--- config.mk ---
export PLATFORM = sky130hd
export DESIGN_NAME = barra_ia
export DESIGN_NICKNAME = d
export VERILOG_FILES = /design/src/rtl/pong_pkg.sv /design/src/rtl/tick_gen.sv /design/src/rtl/barra_ia.sv
export SDC_FILE = /design/constraint.sdc
export NUM_CORES = 1
export LEC_CHECK = 0
export BUFFER_PORTS_ARGS = -buffer_cell sky130_fd_sc_hd__buf_4
export CORE_MARGIN = 1
export CORE_UTILIZATION = 45
export CTS_BUF_LIST = sky130_fd_sc_hd__clkbuf_8
export DETAILED_ROUTE_END_ITERATION = 12
export PLACE_DENSITY_LB_ADDON = 0.08
export SYNTH_ARGS = -nofsm -noshare
export SYNTH_HDL_FRONTEND = slang
export SYNTH_HIERARCHICAL = 1
export SYNTH_SLANG_ARGS = --single-unit
--- constraint.sdc ---
create_clock -name clk -period 3.71 [get_ports clk]
set_clock_uncertainty 0.05 [all_clocks]
set_input_delay 0.371 -clock clk [delete_from_list [all_inputs] [get_ports clk]]
set_output_delay 0.371 -clock clk [all_outputs]
set_load 0.005 [all_outputs]
--- src/rtl/pong_pkg.sv ---
// Shared pong constants: screen/paddle limits, the AI state encoding and the
// LFSR step used by the optional error injector.
package pong_pkg;
  localparam int POS_W  = 10;
  localparam int MIN    = 30;
  localparam int MAX    = 329;
  localparam int CENTER = 180;

  typedef enum logic [1:0] {
    IDLE  = 2'd0,
    WAIT  = 2'd1,
    TRACK = 2'd2
  } state_t;

  // Fibonacci step, taps 16,14,13,11, shifting towards bit 0
  function automatic logic [15:0] lfsr_next(input logic [15:0] v);
    return {v[0] ^ v[2] ^ v[3] ^ v[5], v[15:1]};
  endfunction
endpackage

--- src/rtl/tick_gen.sv ---
// Free-running divider: o_tick is high for one clk every TICK_DIV cycles.
module tick_gen #(
  parameter int TICK_DIV = 416667
) (
  input  logic clk,
  input  logic reset,
  output logic o_tick
);
  localparam int CW = (TICK_DIV > 1) ? $clog2(TICK_DIV) : 1;
  localparam logic [CW-1:0] LAST = CW'(TICK_DIV - 1);

  logic [CW-1:0] r_cnt;

  // counter 0..TICK_DIV-1, wrapping after the tick cycle
  always_ff @(posedge clk) begin
    if (reset)              r_cnt <= '0;
    else if (r_cnt == LAST) r_cnt <= '0;
    else                    r_cnt <= r_cnt + CW'(1);
  end

  assign o_tick = (r_cnt == LAST);
endmodule

--- src/rtl/barra_ia.sv ---
// Automatic pong opponent: issues up/down pulses that track the ball after a
// reaction delay, or recentre the paddle. Macro IA_ERROR_EN adds LFSR-driven missed moves.
module barra_ia #(
  parameter int MIN      = pong_pkg::MIN,
  parameter int MAX      = pong_pkg::MAX,
  parameter int CENTER   = pong_pkg::CENTER,
  parameter int DEAD     = 4,
  parameter int REACT    = 3,
  parameter int TICK_DIV = 416667
) (
  input  logic                       clk,
  input  logic                       reset,
  input  logic                       enable,
  input  logic [pong_pkg::POS_W-1:0] ball_y,
  input  logic                       ball_toward,
  input  logic [pong_pkg::POS_W-1:0] paddle_y,
  output logic                       up,
  output logic                       down
);
  import pong_pkg::*;

  localparam int RW = (REACT > 1) ? $clog2(REACT + 1) : 1;
  localparam int CW = POS_W + 1;
  localparam logic [CW-1:0] C_MIN    = CW'(MIN);
  localparam logic [CW-1:0] C_MAX    = CW'(MAX);
  localparam logic [CW-1:0] C_CENTER = CW'(CENTER);
  localparam logic [CW-1:0] C_DEAD   = CW'(DEAD);
  localparam logic [RW-1:0] C_REACT  = RW'(REACT);

  logic          w_tick;
  state_t        r_state, w_state_next;
  logic [RW-1:0] r_react, w_react_next;
  logic [CW-1:0] w_ball, w_paddle, w_target;
  logic          w_up_due, w_down_due, w_skip;
  logic          r_up, r_down;

  tick_gen #(.TICK_DIV(TICK_DIV)) u_tick (
    .clk    (clk),
    .reset  (reset),
    .o_tick (w_tick)
  );

  // 11-bit compares so adding DEAD can never wrap
  assign w_ball   = {1'b0, ball_y};
  assign w_paddle = {1'b0, paddle_y};

  // target: clamped ball while tracking, home position otherwise
  always_comb begin
    w_target = C_CENTER;
    if (r_state == TRACK) begin
      if (w_ball < C_MIN)      w_target = C_MIN;
      else if (w_ball > C_MAX) w_target = C_MAX;
      else                     w_target = w_ball;
    end else begin
      w_target = C_CENTER;
    end
  end

  assign w_up_due   = (w_target > w_paddle + C_DEAD);
  assign w_down_due = (w_target + C_DEAD < w_paddle);

  // next state and reaction counter; leaving WAIT on the REACT-th tick
  always_comb begin
    w_state_next = r_state;
    w_react_next = r_react;
    if (!enable) begin
      w_state_next = IDLE;
    end else begin
      case (r_state)
        IDLE: begin
          if (ball_toward) begin
            w_state_next = WAIT;
            w_react_next = C_REACT;
          end else begin
            w_state_next = IDLE;
          end
        end
        WAIT: begin
          if (!ball_toward)                w_state_next = IDLE;
          else if (w_tick) begin
            if (r_react <= RW'(1))         w_state_next = TRACK;
            else                           w_react_next = r_react - RW'(1);
          end else                         w_state_next = WAIT;
        end
        TRACK: begin
          if (!ball_toward) w_state_next = IDLE;
          else              w_state_next = TRACK;
        end
        default: w_state_next = IDLE;
      endcase
    end
  end

  // state and reaction counter registers
  always_ff @(posedge clk) begin
    if (reset) begin
      r_state <= IDLE;
      r_react <= '0;
    end else begin
      r_state <= w_state_next;
      r_react <= w_react_next;
    end
  end

`ifdef IA_ERROR_EN
  logic [15:0] r_lfsr;

  // miss generator advances once per move tick
  always_ff @(posedge clk) begin
    if (reset)       r_lfsr <= 16'hACE1;
    else if (w_tick) r_lfsr <= lfsr_next(r_lfsr);
  end

  assign w_skip = (r_state == TRACK) && (r_lfsr[2:0] == 3'd0);
`else
  assign w_skip = 1'b0;
`endif

  // one-cycle move pulses, only in the cycle after a tick
  always_ff @(posedge clk) begin
    if (reset) begin
      r_up   <= 1'b0;
      r_down <= 1'b0;
    end else if (enable && w_tick && !w_skip) begin
      r_up   <= w_up_due;
      r_down <= w_down_due;
    end else begin
      r_up   <= 1'b0;
      r_down <= 1'b0;
    end
  end

  assign up   = r_up;
  assign down = r_down;
endmodule

==> run_results.csv, run 1 <==
group,metric,value,unit
pwr,ir_worst_vdd,0.184,mV
pwr,pwr-share-comb,17.9,%
detailed_routing,finalWirelength,4110,um
sta,finalWorstPathRequiredPeriod,2.85,ns
sta,layout_worst_path_cycle_share,76.8,%
clock_tree,clk-insertion-delay-late,0.27,ns
logic_synthesis,synthFlopType,"sky130_fd_sc_hd__dfxtp_1",
logic_synthesis,synth_fa_ha_area_share,14.5,%
clock_tree,cts.root.buffer_cell,"sky130_fd_sc_hd__clkbuf_8",
setup_path,worst_path_cell_with_the_longest_stage_delay,"sky130_fd_sc_hd__or4_4",
sta,rsz_0062_raised_after_global_routing,"no",
detailed_routing,post_drt_via_cell_ratio,5.53,
logic_synthesis,synth_async_sr_flop_share,0,%
sta,finalSetupTns,0,ns
logic_synthesis,synth_compound_area_share,18.8,%
layout,diodes,0,
pwr,pwr-share-clk,30.0,%
sta,timing.max_slew.rel_slack,32.4,%
sta,setup-violations-final,0,
setup_path,critical_path_peak_fanout,7,
setup_path,cp_top_family,"simple AND/OR/NAND/NOR gates",
logic_synthesis,synth_seq_cells,25,
logic_synthesis,mappedNetlistArea,0.00199,mm2
floorplan,initial_utilization,48.3,%
logic_synthesis,yosysWarningCount,6,
logic_synthesis,synth_xor_xnor_area_share,9.63,%
setup_path,worst-setup-path-type,"in2reg",
floorplan,die_y,68.5,um
logic_synthesis,netlist_instances,243,
global_route,antenna_found_initial,0,
setup_path,critical_path.max_stage_delay,0.56,ns
logic_synthesis,synth-simple-area-share,27.6,%
clock_tree,htreeDepth,1,
detailed_routing,overall_via_count_from_detail_route,1768,
logic_synthesis,edff_count_synth,0,
setup_path,timing.critical_path.cells,"buf_4 > or4_4 > a211oi_4 > nor2_1 > nand2_1 > ha_1 > nand2_1 > o211ai_1 > o31a_1 > ha_1 > a21oi_1 > o22ai_1 > nor3_1 > o31a_1",
pwr,seq_power_share,52.1,%
sta,timing.fmax,351,MHz
placement,place.gp.congestion,0.769,
placement,place_hpwl,3240,um
sta,hold_viol_final,0,
logic_synthesis,synth_seq_area_share,25.2,%
detailed_routing,first_pass_iters,4,
sta,drv_slew,0,
setup_path,critPathBufInv,1,
clock_tree,cts_resized,0,
detailed_routing,drt_drc_violations_left,0,
detailed_routing,first_iter_violations,141,
setup_path,data_required_time_at_the_worst_endpoint,3.88,ns
global_route,grt_first_pass_wirelength,6760,um
floorplan,core.rowCount,23,
global_route,globalRoute.totalOverflow,0,
floorplan,io-pin-count,26,
detailed_routing,routed_wire_length_per_instance,12.8,um
floorplan,fp.dieArea,0.00469,mm2
pwr,powerDensity,235,mW/mm2
setup_path,crit_arrival,3.02,ns
pwr,power_switching_share,26.0,%
logic_synthesis,post_synth_num_cell_types,49,
clock_tree,cts.path.max_buffers,2,
logic_synthesis,syn-mean-instance-area,8.18,um2
placement,portBuffers,25,
logic_synthesis,synth_top_family_by_area,"simple AND/OR/NAND/NOR gates",
clock_tree,cts.clk_slew.worst_paths,0.09,ns
clock_tree,post_cts_hold_buffer_count,0,
run,maxCapViolCount,0,
pwr,p_int,395,uW
sta,tightestPinTransition,1.01,ns
pwr,total_power,534,uW
hold_path,holdCritPathClass,"in2reg",
detailed_routing,antenna_left,0,
pwr,power.switching,139,uW
layout,layout_nets,318,
layout,layout_cells_sized_above_1,14.1,%
status,run_status,"finished, final reports clean",
logic_synthesis,synthMuxAreaShare,0,%
clock_tree,clock_sinks,25,
setup_path,timing.critical_path.to_type,"flip-flop",
global_route,grt_start_max_net_pins,20,
global_route,number_of_global_route_vias_before_repair,1448,
floorplan,floorplan_core_area,0.00412,mm2
setup_path,critical_path.startpoint_type,"input port",
clock_tree,tritoncts.num_buffers,3,
clock_tree,tritoncts,"done",
layout,nFillCells,391,
pwr,total_leakage_power,0.919,nW
floorplan,die_w,68.5,um
layout,syn_to_final_growth,14.4,%
clock_tree,post_cts_repair_setup_buffers,0,
global_route,globalRouteTotalUtil,19.2,%
## sequential cells by signal (all words and copies together) (netlist names)
signal        flops
u_tick/r_cnt     19
r_react           2
up                1
r_state           2
down              1
## per-stage QoR
step | utilization, % | instances | setup WS, ns | area (um2) | hold WS (ns)
global route | 55.3 | 320 | 0.588 | 2270 | 0.231
floorplan | - | 244 | 0.921 | 1990 | 0.380
detailed placement | 54.2 | 316 | 0.597 | 2230 | 0.396
finish | 55.3 | 320 | 0.861 | 2270 | 0.228
CTS | 55.3 | 320 | 0.885 | 2270 | 0.222
global placement | 54.2 | 316 | 0.659 | 2230 | 0.397
## per-layer routing
metal  track usage (%)  up-vias  part of all wire [%]
met2              24.5       44                    38
met4              2.34        0                  0.24
met3              4.00        2                   5.1
met1              32.0      791                    57
li1                  -      931                     -
met5                 0        -                     0
## Yosys cell counts (2+ instances only)
library cell               instances  area share (%)
sky130_fd_sc_hd__and3b_1           2            0.88
sky130_fd_sc_hd__xnor2_1          17             7.5
sky130_fd_sc_hd__xor2_1            3             1.3
sky130_fd_sc_hd__inv_1            18             3.4
sky130_fd_sc_hd__nor3_1            6             1.5
sky130_fd_sc_hd__a21o_1            3             1.1
sky130_fd_sc_hd__a211oi_1          3             1.1
sky130_fd_sc_hd__nand2b_1          3            0.94
sky130_fd_sc_hd__o21ai_0           7             1.8
sky130_fd_sc_hd__o21a_1            2            0.75
sky130_fd_sc_hd__nor2_1           25             4.7
sky130_fd_sc_hd__or3_1             3            0.94
sky130_fd_sc_hd__o211ai_1          3             1.1
sky130_fd_sc_hd__a21oi_1          12             3.0
sky130_fd_sc_hd__o31a_1            2            0.88
sky130_fd_sc_hd__nand2_1          20             3.8
sky130_fd_sc_hd__or4_1             4             1.5
sky130_fd_sc_hd__nand4_1           5             1.6
sky130_fd_sc_hd__nand4b_1          2            0.88
sky130_fd_sc_hd__o31ai_1           6             2.3
sky130_fd_sc_hd__and2_1            3            0.94
sky130_fd_sc_hd__and3_1            2            0.63
sky130_fd_sc_hd__nor2b_1           3            0.94
sky130_fd_sc_hd__nand3_1          15             3.8
sky130_fd_sc_hd__nor4_1            4             1.3
sky130_fd_sc_hd__dfxtp_1          25              25
sky130_fd_sc_hd__ha_1             23              14
## placed cells by master, fill, tap and decap left out, drive strengths merged, types with 2 or more instances in the layout
master	n
nor2b	3
and3b	2
nand4b	2
nand2b	3
a21o	4
and2	3
dfxtp	25
o21a	2
o31ai	6
nand4	6
nor4	4
ha	23
or4	5
and3	2
o211ai	3
clkbuf	3
nand3	15
xnor2	17
o21ai	7
conb	2
nand2	20
o31a	2
xor2	4
a211o	2
inv	18
nor2	25
buf	25
nor3	6
a211oi	4
or3	3
a21oi	12
## area by class of cell
type / instances / area, um2 / share of cell area, %
clock buffer: 3 / 41.3 / 1.82
clock inverter: 1 / 5.00 / 0.220
inverter: 18 / 67.6 / 2.97
multi-input combinational: 198 / 1410 / 62.0
sequential: 25 / 500 / 22.0
tap: 50 / 62.6 / 2.75
timing repair buffer: 25 / 188 / 8.25
## kinds of logic after synthesis
group	after synthesis
DFF	25
adders and majority gates	23
buffers and inverters	21
xor gates and xnor gates	21
other	1
and+or+nand+nor	103
AOI/OAI and AO/OA	49
## worst register-to-register path: stages (launching register included)
cell and delay (ns):
sky130_fd_sc_hd__dfxtp_1 0.36, sky130_fd_sc_hd__nand2b_1 0.30, sky130_fd_sc_hd__nor2_1 0.23, sky130_fd_sc_hd__nand2_1 0.11, sky130_fd_sc_hd__ha_1 0.26, sky130_fd_sc_hd__nand3_1 0.11, sky130_fd_sc_hd__nor3_1 0.05, sky130_fd_sc_hd__a21o_2 0.22
sky130_fd_sc_hd__ha_1 0.28, sky130_fd_sc_hd__a21oi_1 0.16, sky130_fd_sc_hd__o22ai_1 0.09, sky130_fd_sc_hd__nor3_1 0.13, sky130_fd_sc_hd__o31a_1 0.15
## path summary, 6_finish.rpt
check,startpoint,to,slack [ns],cells past startpoint
worst max-delay path,ball_y[7],down,0.86,14
worst min-delay path,reset,r_react[1],0.23,2
worst max register to register,r_state[0],down,1.16,12
worst min register to register,u_tick/r_cnt[0],u_tick/r_cnt[0],0.41,1
## power by group through the flow
stage | registers (mW) | clock network [mW] | logic (mW)
after floorplan | 0.283 | 0 | 0.0568
after global placement | 0.284 | 0 | 0.0960
after detailed placement | 0.284 | 0 | 0.0949
after CTS | 0.278 | 0.170 | 0.0957
after global routing | 0.279 | 0.179 | 0.109
final | 0.278 | 0.160 | 0.0956
No activity file was read; power rests on OpenSTA's default activity.
==> run 2, diff against run 1 <==
--- a/config.mk
+++ b/config.mk
@@ -5,6 +5,7 @@
 export SDC_FILE = /design/constraint.sdc
 export NUM_CORES = 1
 export LEC_CHECK = 0
+export ABC_AREA = 1
 export BUFFER_PORTS_ARGS = -buffer_cell sky130_fd_sc_hd__buf_4
 export CORE_MARGIN = 1
 export CORE_UTILIZATION = 45
==> constraint.sdc (replaced) <==
create_clock -name clk -period 2.6 [get_ports clk]
set_clock_uncertainty 0.05 [all_clocks]
set_input_delay 0.26 -clock clk [delete_from_list [all_inputs] [get_ports clk]]
set_output_delay 0.26 -clock clk [all_outputs]
set_load 0.005 [all_outputs]
==> run 2 against run 1 <==
Compared with the run above: first-iteration DRC count shrank 28%; synthesized cell count grew 38%; synthesized area grew 19%; worst setup slack lost 0.71 ns; combinational power grew 60%; hold slack lost 0.085 ns; highest routed layer unchanged; cell area grew 22%; global-route usage shrank 0.71 points; critical path type is now reg2reg; flip-flop and latch count is the same; routed wire length grew 17%; critical path depth grew 2; register-to-register slack lost 1.0 ns.
==> run_results.csv, run 2 <==
group,metric,value,unit
clock_tree,tritoncts,"done",
logic_synthesis,post_synth_num_cell_types,36,
pwr,total_leakage_power,1.24,nW
global_route,antenna_found_initial,0,
logic_synthesis,netlist_instances,335,
detailed_routing,drt_drc_violations_left,0,
logic_synthesis,portion_of_synthesized_cell_area_occupied_by_the_leading_cell_type,21.2,%
floorplan,floorplan_core_area,0.00488,mm2
layout,diodes,0,
detailed_routing,routed_wire_length_per_instance,10.8,um
logic_synthesis,mappedNetlistArea,0.00236,mm2
layout,layout_cells_sized_above_1,27.0,%
layout,nFillCells,487,
logic_synthesis,synthFlopType,"sky130_fd_sc_hd__dfxtp_1",
global_route,number_of_global_route_vias_before_repair,1843,
layout,stdcell_area,0.00277,mm2
setup_path,data_required_time_at_the_worst_endpoint,2.76,ns
clock_tree,clock_sinks,25,
layout,mostFrequentLayoutCells,"sky130_fd_sc_hd__nand2_1, sky130_fd_sc_hd__inv_1, sky130_fd_sc_hd__nor2_1",
clock_tree,cts.root.buffer_cell,"sky130_fd_sc_hd__clkbuf_8",
setup_path,critical_path_peak_fanout,6,
logic_synthesis,synth_async_sr_flop_share,0,%
global_route,globalRoute.totalOverflow,0,
detailed_routing,post_drt_via_cell_ratio,4.74,
clock_tree,post_cts_hold_buffer_count,0,
layout,final_common_cell,"sky130_fd_sc_hd__nand2_1",
detailed_routing,overall_via_count_from_detail_route,2111,
global_route,grt_first_pass_wirelength,7980,um
layout,layout_nets,426,
logic_synthesis,yosys.area.top_type,"sky130_fd_sc_hd__dfxtp_1",
detailed_routing,finalWirelength,4810,um
detailed_routing,antenna_left,0,
logic_synthesis,synth_compound_area_share,11.8,%
clock_tree,cts.path.max_buffers,2,
logic_synthesis,synth-simple-area-share,39.6,%
logic_synthesis,cells_taking_the_most_area_after_synthesis,"sky130_fd_sc_hd__dfxtp_1, sky130_fd_sc_hd__ha_1, sky130_fd_sc_hd__nand2_1",
detailed_routing,first_pass_iters,4,
pwr,ir_worst_vdd,0.223,mV
logic_synthesis,synth_xor_xnor_area_share,5.58,%
layout,syn_to_final_growth,17.7,%
setup_path,worst_path_cell_with_the_longest_stage_delay,"sky130_fd_sc_hd__dfxtp_2",
layout,area.sequential,503,um2
hold_path,holdCritPathClass,"in2reg",
logic_synthesis,ys_top_cells_by_count,"sky130_fd_sc_hd__nand2_1, sky130_fd_sc_hd__inv_1, sky130_fd_sc_hd__nor2_1, sky130_fd_sc_hd__dfxtp_1, sky130_fd_sc_hd__ha_1",
placement,dpl-instance-area,0.00268,mm2
pwr,total_power,775,uW
floorplan,core.rowCount,25,
setup_path,crit_arrival,2.60,ns
sta,hold_viol_final,0,
placement,place.gp.congestion,0.845,
setup_path,worst-setup-path-type,"reg2reg",
floorplan,die_y,74.4,um
placement,portBuffers,25,
clock_tree,clk-insertion-delay-late,0.27,ns
layout,footprint_of_the_multi_input_gates,0.00165,mm2
sta,timing.fmax,409,MHz
logic_synthesis,yosysMostFrequentCell,"sky130_fd_sc_hd__nand2_1",
logic_synthesis,yosysWarningCount,6,
clock_tree,htreeDepth,1,
floorplan,die_w,74.4,um
setup_path,cpMostUsedCell,"sky130_fd_sc_hd__a21oi_1",
clock_tree,tritoncts.num_buffers,3,
global_route,grt_start_max_net_pins,18,
sta,layout_worst_path_cycle_share,94.1,%
layout,largestRegisters,"u_tick/r_cnt: 19 flops, r_react: 2 flops, r_state: 2 flops",
logic_synthesis,synth_seq_area_share,21.2,%
logic_synthesis,synthMuxAreaShare,0,%
sta,drv_slew,0,
layout,largest_register_ffs,19,
setup_path,critical_path.max_stage_delay,0.38,ns
setup_path,timing.critical_path.cells,"inv_2 > nor2_8 > buf_4 > nand2_2 > inv_1 > ha_2 > nand3_2 > xor2_2 > ha_1 > a21oi_1 > o21ai_0 > a21oi_1 > o21ai_1 > nand2_1 > nand3_1 > nor2_1",
pwr,powerDensity,280,mW/mm2
floorplan,initial_utilization,48.3,%
setup_path,critical_path.startpoint_type,"flip-flop",
layout,top_register_by_number_of_flip_flops,"u_tick/r_cnt",
detailed_routing,first_iter_violations,101,
sta,setup-violations-final,0,
clock_tree,cts.clk_slew.worst_paths,0.09,ns
floorplan,fp.dieArea,0.00553,mm2
run,maxCapViolCount,0,
logic_synthesis,syn-mean-instance-area,7.03,um2
logic_synthesis,synth_top_family_by_area,"simple AND/OR/NAND/NOR gates",
logic_synthesis,synth_seq_cells,25,
logic_synthesis,edff_count_synth,0,
status,run_status,"finished, final reports clean",
sta,finalWorstPathRequiredPeriod,2.45,ns
logic_synthesis,synth_fa_ha_area_share,12.2,%
global_route,globalRouteTotalUtil,18.5,%
floorplan,io-pin-count,26,
sta,timing.hold.ws,0.143,ns
placement,place_hpwl,4020,um
setup_path,timing.critical_path.to_type,"flip-flop",
## run 2: path summary, 6_finish.rpt
kind                                      start               to  slack [ns]  depth (start not counted)
worst max-delay path                 r_state[1]             down        0.15                         16
worst min-delay path                      reset       r_react[0]        0.14                          2
worst max register to register       r_state[1]             down        0.15                         16
worst min register to register  u_tick/r_cnt[0]  u_tick/r_cnt[0]        0.42                          1
## run 2: what timing repair did
item                       CTS  global route
buffers inserted             0             5
setup endpoints to repair    0             1
gates resized for setup      0             5
## run 2: report_power, final
| group | total (mW) | internal, mW | switching [mW] |
|---|---|---|---|
| combinational | 0.153 | 0.0689 | 0.0846 |
| sequential | 0.398 | 0.390 | 0.00799 |
| clock | 0.224 | 0.106 | 0.119 |
## run 2: critical path: cells and delay by family, from the launching register on
family          cells  cell delay [ns]
flops               1             0.38
fa+ha+maj           2             0.51
compound gates      4             0.45
buf+inv             3             0.31
simple gates        6             0.54
xor+xnor            1             0.17
## run 2: cells by family (layout without fill, tap and decap cells)
group | count (synthesis) | in the layout
AND/OR/NAND/NOR | 178 | 178
XOR/XNOR | 15 | 15
other | 1 | 2
flip-flops | 25 | 25
buffers and inverters | 54 | 96
AO/OA/AOI/OAI | 39 | 39
adder cells (fa/ha/maj) | 23 | 23
## run 2: per-layer routing
layer	wire [um]	share of wire (%)	global-route usage [%]	up-vias
met4	12	0.25	1.89	0
li1	-	-	-	1165
met2	1950	41	28.1	27
met5	0	0	0	-
met1	2680	56	28.0	917
met3	163	3.4	3.25	2
## run 2: cell type report
cell class | instances | area share (%)
Multi-Input combinational cell | 257 | 59.4
Sequential cell | 25 | 18.1
Timing Repair Buffer | 39 | 10.6
Inverter | 53 | 7.26
Tap cell | 67 | 3.02
Clock buffer | 3 | 1.49
Clock inverter | 1 | 0.135
## run 2: stage by stage
step	std cells	setup TNS [ns]	utilization (%)	setup slack, ns
final	445	0	56.8	0.154
after global routing	445	-0.0139	56.8	-0.0139
after CTS	440	0	55.8	0.0297
after detailed placement	436	-0.0279	54.9	-0.0279
after global placement	436	0	54.9	0.0569
after floorplan	336	0	-	0.224
